==> config.mk <==
export PLATFORM = sky130hd
export DESIGN_NAME = reg_scan
export DESIGN_NICKNAME = d
export VERILOG_FILES = /design/src/rtl/reg_scan_pkg.sv /design/src/rtl/reg_scan.sv
export SDC_FILE = /design/constraint.sdc
export NUM_CORES = 1
export LEC_CHECK = 0
export ABC_CLOCK_PERIOD_IN_PS = 2000
export CORE_MARGIN = 5
export CORE_UTILIZATION = 36
export CTS_BUF_LIST = sky130_fd_sc_hd__clkbuf_2
export DETAILED_ROUTE_END_ITERATION = 8
export MAX_ROUTING_LAYER = met4
export PLACE_DENSITY_LB_ADDON = 0.12
export SLEW_MARGIN = 30
export SYNTH_ARGS = -nofsm -noshare
export SYNTH_HDL_FRONTEND = slang
export SYNTH_SLANG_ARGS = --single-unit
==> constraint.sdc <==
create_clock -name clk -period 2 [get_ports clk]
set_clock_uncertainty 0.15 [all_clocks]
set_input_delay 0.2 -clock clk [delete_from_list [all_inputs] [get_ports clk]]
set_output_delay 0.2 -clock clk [all_outputs]
set_load 0.01 [all_outputs]
==> src/rtl/reg_scan_pkg.sv <==
// Shared definitions for the register-file scan engine: controller states and
// stream-direction codes.
package reg_scan_pkg;

  typedef enum logic [1:0] {
    ST_IDLE = 2'd0,
    ST_DUMP = 2'd1,
    ST_LOAD = 2'd2,
    ST_FIN  = 2'd3
  } state_t;

  localparam logic MODE_DUMP = 1'b0;
  localparam logic MODE_LOAD = 1'b1;

endpackage

==> src/rtl/reg_scan.sv <==
// Register-file scan engine: dumps all N registers onto a valid/ready stream,
// or loads them from one, flagging loads whose framing disagrees with N.
module reg_scan
  import reg_scan_pkg::*;
#(
  parameter int WIDTH    = 16,
  parameter int REG_BITS = 4
) (
  input  logic                clk,
  input  logic                rst_n,
  input  logic                start,
  input  logic                mode,
  output logic                busy,
  output logic                done,
  output logic                err,
  output logic [REG_BITS-1:0] rf_index,
  input  logic [WIDTH-1:0]    rf_rd_data,
  output logic                rf_write,
  output logic [WIDTH-1:0]    rf_write_data,
  output logic [WIDTH-1:0]    m_data,
  output logic                m_valid,
  input  logic                m_ready,
  output logic                m_last,
  input  logic [WIDTH-1:0]    s_data,
  input  logic                s_valid,
  output logic                s_ready,
  input  logic                s_last
);

  localparam int N = 1 << REG_BITS;
  // One extra bit so the dump counter can sit at N once every word is queued.
  localparam logic [REG_BITS:0] LAST_IDX = (REG_BITS + 1)'(N - 1);

  state_t              state;
  logic [REG_BITS:0]   cnt;
  logic                dump_ld;
  logic                dump_hs;
  logic                load_hs;
  logic                cnt_at_last;

  assign cnt_at_last = (cnt == LAST_IDX);
  assign dump_hs     = m_valid && m_ready;
  // Refill the output word whenever it is empty or being consumed this edge.
  assign dump_ld     = (state == ST_DUMP) && (cnt <= LAST_IDX) && (!m_valid || m_ready);
  assign load_hs     = (state == ST_LOAD) && s_valid;

  assign busy          = (state != ST_IDLE);
  assign s_ready       = (state == ST_LOAD);
  assign rf_write      = load_hs;
  assign rf_write_data = s_data;
  assign rf_index      = (state == ST_DUMP || state == ST_LOAD) ? cnt[REG_BITS-1:0] : '0;

  always_ff @(posedge clk or negedge rst_n) begin
    if (!rst_n) begin
      state   <= ST_IDLE;
      cnt     <= '0;
      done    <= 1'b0;
      err     <= 1'b0;
      m_valid <= 1'b0;
      m_last  <= 1'b0;
      m_data  <= '0;
    end else begin
      done <= 1'b0;
      case (state)
        ST_IDLE: begin
          if (start) begin
            cnt   <= '0;
            err   <= 1'b0;
            state <= (mode == MODE_LOAD) ? ST_LOAD : ST_DUMP;
          end
        end
        ST_DUMP: begin
          if (dump_ld) begin
            m_data  <= rf_rd_data;
            m_last  <= cnt_at_last;
            m_valid <= 1'b1;
            cnt     <= cnt + 1'b1;
          end else if (dump_hs) begin
            m_valid <= 1'b0;
            m_last  <= 1'b0;
          end
          if (dump_hs && m_last) begin
            m_valid <= 1'b0;
            m_last  <= 1'b0;
            done    <= 1'b1;
            state   <= ST_FIN;
          end
        end
        ST_LOAD: begin
          if (load_hs) begin
            cnt <= cnt + 1'b1;
            if (s_last || cnt_at_last) begin
              // Framing is good only when the marked last word is register N-1.
              err   <= (s_last != cnt_at_last);
              done  <= 1'b1;
              state <= ST_FIN;
            end
          end
        end
        ST_FIN: begin
          state <= ST_IDLE;
        end
        default: begin
          state <= ST_IDLE;
        end
      endcase
    end
  end

endmodule

==> impl_metrics.py, run 1 <==
metrics = {
    "placed_design": {
        "port_buffers": 49,
        "place_area_um2": 2060,
        "place.gp.congestion": 0.766,
        "detailedPlacementHpwl_um": 2760,
        "setup_slack_after_placement_ns": -0.0444,
    },
    "hold_path": {
        "timing.hold.worst.class": "input pin to asynchronous set/reset pin",
    },
    "synthesis": {
        "synthTopCellsByCount": "27 x dfrtp_1, 16 x buf_4, 11 x inv_1",
        "synth.most_common_cell": "dfrtp_1",
        "yosysSeqAreaShare_pct": 45.2,
        "synth_warnings": 0,
        "synth_cell_type_count": 29,
        "synth.largest_area_cell": "dfrtp_1",
        "synth.area.top_cells": "dfrtp_1 45%, mux2_4 9.0%, buf_4 8.0%",
        "postSynth.topFlopCell": "dfrtp_1",
        "synth-edff-count": 0,
        "synthesis.area_um2": 1500,
        "ys_async_sr_fraction_pct": 100,
        "cell_count_after_synthesis": 127,
        "synthesized_area_divided_by_synthesized_cell_count_um2": 11.8,
        "number_of_synthesized_register_bits": 27,
        "synth_top_area_share_pct": 45.2,
        "syn-num-nets": 173,
    },
    "status": {
        "violations": "negative setup slack",
        "outcome": "finished, violations left",
    },
    "sta": {
        "finalHoldViolCount": 0,
        "setup_violations": 17,
        "slew_headroom_pct": 76.1,
        "timing.final.crit_share_pct": 101,
        "layout_setup_ws_ns": -0.0297,
        "fin_worst_hold_slack_ns": 0.0250,
        "rsz0062_at_grt": "true",
        "layout_min_cycle_time_ns": 2.03,
        "maxClockFrequency_mhz": 493,
        "timing_worst_slew_pin_value_ns": 0.359,
        "finalSetupTns_ns": -0.356,
        "report.final.slew_viol_count": 0,
    },
    "run": {
        "cap_viol_max_count": 0,
    },
    "global_routing": {
        "first_global_vias": 1256,
        "wire_length_of_the_first_global_routing_pass_um": 5690,
        "total_routing_usage_reported_by_global_routing_pct": 13.8,
        "grt_max_degree": 28,
        "grt_antenna_before_repair": 0,
        "grt_overflow_total": 0,
    },
    "floorplanning": {
        "floorplan.die.width_um": 74.4,
        "floorplan.initialDensity_pct": 37.4,
        "design.die.area_um2": 5540,
        "core_um2": 4000,
        "design.portCount": 82,
        "num_rows": 23,
        "floorplan.die.height_um": 74.4,
    },
    "critical_path": {
        "crit-reg2reg-capture": "m_data[1]",
        "reg2reg_depth": 8,
        "reg2reg_slack_ns": -0.03,
        "critical_path_required_ns": 2.13,
        "path_max_fanout": 10,
        "worstSetupStartpointType": "register",
        "setup.worst_path.end": "m_data[1]",
        "timing_worst_setup_path_type": "register to register",
        "startpoint": "cnt[1]",
        "worst-endpoint-arrival_ns": 2.16,
        "reg2reg_from": "cnt[1]",
        "worstSetupEndpointType": "register",
    },
    "drt": {
        "vias_after_detailed_routing": 1133,
        "vias_per_cell": 4.86,
        "drtIter0Drc": 24,
        "detailed_route_wire_length_per_cell_um": 15.9,
        "drt_pass1_iterations": 4,
        "wl_um": 3700,
        "antenna_violating_nets_left": 0,
        "drc": 0,
    },
    "power": {
        "cellPowerDensity_nw_per_um2": 1500,
        "irDropWorstVdd_v": 0.000802,
        "total_leakage_power_nw": 1.01,
    },
    "clocking": {
        "insertion_delay_of_the_later_clocked_pin_in_the_worst_skew_pair_ns": 0.35,
        "htreeDepth": 1,
        "cts_hold_buf": 0,
        "cts.reportedPaths.clkPinSlew_ns": 0.24,
        "cts_tree": "yes",
        "cts_sinks": 27,
        "cts.path.max_buffers": 2,
        "cts_inserted_buffers": 3,
        "root_buffer": "clkbuf_2",
    },
    "final_layout": {
        "drive_gt1_share_pct": 32.8,
        "layout-area-overhead-vs-synth_pct": 47.7,
        "stdcell_area_um2": 2210,
        "num_antenna_cells": 0,
        "design.final.nets": 230,
        "final_util_pct": 55.2,
    },
}
-- layer usage --
layer	track usage (%)	part of all wire, %	wire length, um
met3	3.65	6.3	232
met2	24.3	52	1920
met4	5.53	1.9	70
met5	-	0	0
met1	14.6	40	1470
-- timing repair --
item | CTS | global route
buffers inserted | 5 | 3
hold endpoints to repair | 0 | 0
pin swaps | 3 | 3
setup endpoints to repair | 10 | 28
resized for setup | 32 | 5
-- per-stage QoR --
step / total power (W) / std cells
detailed placement: 0.00287 / 221
global route: 0.00353 / 233
global placement: 0.00282 / 221
CTS: 0.00331 / 230
floorplan: 0.00197 / 127
finish: 0.00331 / 233
-- area by class of cell --
type	instances	area (um2)
Fill cell	335	1790
Multi-Input combinational cell	72	757
Sequential cell	27	676
Timing Repair Buffer	69	652
Tap cell	50	62.6
Inverter	11	41.3
Clock buffer	4	20.0
-- worst max-delay path, stage by stage (launching register included) --
cell and delay [ns]:
dfrtp_1 0.44, ha_2 0.19, and3_4 0.18, ha_4 0.16
buf_6 0.12, a2bb2oi_4 0.17, nand2_4 0.11, buf_12 0.14
mux2_4 0.30
-- state kept, by name, summed over array words and instances (netlist names) --
name	cells
cnt	5
m_valid	1
m_last	1
err	1
m_data	16
state	2
done	1
-- cells by family after synthesis --
group | share of synthesized area (%)
buf+inv | 11.5
compound gates | 11.3
simple gates | 8.45
mux | 17.7
flops | 45.2
fa+ha+maj | 5.86
-- cell usage in the layout (no fill, tap or decap), drive strengths merged --
cell type and instances:
clkdlybuf4s50 42, dfrtp 27, buf 21, mux2 16
inv 11, ha 7, clkbuf 6, o21ai 5
mux2i 5, nand2 5, nand2b 4, and2 3
nor2 3, o211ai 3, dlygate4sd2 3, a21oi 3
nor2b 2, nand3 2, nor3 2, and3 2
o21a 2, a41oi 1, a2bb2oi 1, a32o 1
a21o 1, a31oi 1, a21boi 1, o221ai 1
o2bb2ai 1, clkdlybuf4s15 1
-- worst min-delay path by stage --
stage          startpoint               end  slack (ns)  depth (start not counted)
2_1_floorplan       rst_n            cnt[0]       -0.25                          0
3_3_place_gp    s_data[4]  rf_write_data[4]        0.25                          0
3_5_place_dp    s_data[4]  rf_write_data[4]        0.25                          0
4_1_cts             rst_n            cnt[1]       0.007                          2
5_1_grt             rst_n            cnt[3]        0.02                          2
6_report            rst_n            cnt[3]        0.03                          2
-- where the power goes --
group | internal, W | switching, W | total (W)
Sequential | 0.000786 | 0.000154 | 0.000940
Clock | 0.0000528 | 0.000156 | 0.000209
Combinational | 0.00129 | 0.000872 | 0.00216
Power figures use the tool's default switching activity.
==> run 2: changes to the inputs <==
CAP_MARGIN = 20   (was default)
==> results of run 2 <==
Same layout as run 1: the final DEF is identical, and so are final timing and power.
==> run 3: changes to the inputs <==
RECOVER_POWER = 100   (was default)
==> run 3 against run 2 <==
  * The flow still finishes with violations (negative setup slack)
  * Critical path depth unchanged
  * Power is 3.3% lower
  * Sequential power shrank 1%
  * Clock power barely moved
  * Core utilization is 0.38 points lower
  * Worst hold slack gained 0.20 ns
  * Design area is 0.68% lower
  * Die area unchanged
  * First-iteration DRC count down 8.3%
  * Critical endpoint unchanged
  * Largest power group unchanged
==> impl_metrics.py, run 3 (synthesized netlist as in run 1, its figures left out) <==
metrics = {
    "global_routing": {
        "grt_max_degree": 28,
        "wire_length_of_the_first_global_routing_pass_um": 5690,
        "grt_antenna_before_repair": 0,
        "total_routing_usage_reported_by_global_routing_pct": 13.8,
        "first_global_vias": 1256,
        "grt_overflow_total": 0,
    },
    "drt": {
        "antenna_violating_nets_left": 0,
        "drt_pass1_iterations": 4,
        "detailed_route_wire_length_per_cell_um": 15.8,
        "drc": 0,
        "vias_after_detailed_routing": 1134,
        "vias_per_cell": 4.87,
        "drtIter0Drc": 22,
        "wl_um": 3680,
    },
    "floorplanning": {
        "floorplan.die.width_um": 74.4,
        "design.die.area_um2": 5540,
        "floorplan.initialDensity_pct": 37.4,
        "design.portCount": 82,
        "floorplan.die.height_um": 74.4,
        "core_um2": 4000,
        "num_rows": 23,
    },
    "sta": {
        "slew_headroom_pct": 54.0,
        "maxClockFrequency_mhz": 492,
        "finalSetupTns_ns": -0.369,
        "report.final.slew_viol_count": 0,
        "finalHoldViolCount": 0,
        "layout_min_cycle_time_ns": 2.03,
        "timing_worst_slew_pin_value_ns": 0.690,
        "rsz0062_at_grt": "true",
        "fin_worst_hold_slack_ns": 0.220,
        "setup_violations": 17,
        "timing.final.crit_share_pct": 102,
        "layout_setup_ws_ns": -0.0311,
    },
    "final_layout": {
        "layout-area-overhead-vs-synth_pct": 46.7,
        "most-common-layout-cells": "27 x dfrtp_1, 22 x clkdlybuf4s50_1, 20 x dlygate4sd3_1, 16 x mux2_4, 16 x buf_4",
        "num_antenna_cells": 0,
        "flip_flop_count_of_the_largest_register_all_copies_and_words_added": 16,
        "finalNonFillerCells": 233,
        "commonest_non_fill_non_tap_cell_in_the_layout": "dfrtp_1",
        "design.final.nets": 230,
        "fillers": 337,
        "top_regs": "m_data: 16 flops, cnt: 5 flops, state: 2 flops",
        "drive_gt1_share_pct": 31.7,
        "largest-register": "m_data",
    },
    "critical_path": {
        "worstSetupStartpointType": "register",
        "worst_path_largest_cell_delay_ns": 0.44,
        "path_max_fanout": 10,
        "worst-endpoint-arrival_ns": 2.16,
        "worstSetupEndpointType": "register",
        "timing_worst_setup_path_type": "register to register",
        "worstPathCellList": "ha_2 -> and3_4 -> ha_4 -> buf_6 -> a2bb2oi_4 -> nand2_4 -> buf_12 -> mux2_4",
        "cpMaxStageDelayCell": "dfrtp_1",
        "critical_path_required_ns": 2.13,
    },
    "status": {
        "outcome": "finished, violations left",
        "violations": "negative setup slack",
    },
    "power": {
        "irDropWorstVdd_v": 0.000780,
        "cellPowerDensity_nw_per_um2": 1460,
        "total_leakage_power_nw": 1.03,
    },
    "placed_design": {
        "place.gp.congestion": 0.766,
        "port_buffers": 49,
        "dp.cells": 221,
        "detailedPlacementHpwl_um": 2760,
    },
    "clocking": {
        "htreeDepth": 1,
        "cts.path.max_buffers": 2,
        "cts_inserted_buffers": 3,
        "root_buffer": "clkbuf_2",
        "cts_sinks": 27,
        "cts.reportedPaths.clkPinSlew_ns": 0.24,
        "insertion_delay_of_the_later_clocked_pin_in_the_worst_skew_pair_ns": 0.35,
        "cts_tree": "yes",
    },
    "run": {
        "cap_viol_max_count": 0,
    },
    "hold_path": {
        "timing.hold.worst.class": "input pin to asynchronous set/reset pin",
    },
}
run 3: final cells by class:
class                      count  area (um2)  area share (%)
sequential                    27         676            30.8
clock buffer                   4        20.0           0.913
inverter                      11        41.3            1.88
tap                           50        62.6            2.85
timing repair buffer          69         649            29.6
multi-input combinational     72         744            33.9
run 3: worst paths after layout:
check	start	to	slack, ns	cells past startpoint
setup reg to reg	cnt[1]	m_data[1]	-0.03	8
min in group clk	s_data[0]	rf_write_data[0]	0.25	0
max in group asynchronous	rst_n	done	1.05	2
hold / removal	rst_n	cnt[0]	0.22	2
hold reg to reg	m_data[4]	m_data[4]	0.39	1
setup / recovery	cnt[1]	m_data[1]	-0.03	8
run 3: stage by stage:
stage	util, %	cell area [um2]	total power (W)	worst slack, ns
2_1_floorplan	-	1520	0.00197	0.00505
3_3_place_gp	51.4	2060	0.00282	0.0298
3_5_place_dp	51.4	2060	0.00287	-0.0444
4_1_cts	54.8	2190	0.00331	-0.0633
5_1_grt	54.8	2190	0.00342	-0.0844
6_report	54.8	2190	0.00320	-0.0311
run 3: critical path, delay by kind of cell, from the launching register on:
family,cells,cell delay (ns)
AO/OA/AOI/OAI,1,0.17
adder cells (fa/ha/maj),2,0.35
buffers and inverters,2,0.26
flip-flops,1,0.44
multiplexers,1,0.30
AND/OR/NAND/NOR,2,0.29
run 3: per-layer routing:
metal,track usage [%],vias to the layer above,wire (um)
met3,3.65,14,231
met2,24.3,36,1930
met1,14.6,551,1460
met4,5.53,0,70
li1,-,533,-
met5,-,-,0
run 3: repair_timing:
| item | in CTS | in global routing |
|---|---|---|
| hold buffers | 0 | 0 |
| setup buffers | 5 | 3 |
| pin swaps | 3 | 3 |
| setup endpoints to repair | 10 | 28 |
| gates resized for setup | 32 | 5 |
run 3: report_power, final:
part / switching (W) / internal, W
clock network: 0.000157 / 0.0000528
logic: 0.000863 / 0.00120
registers: 0.000143 / 0.000785
total: 0.00116 / 0.00204
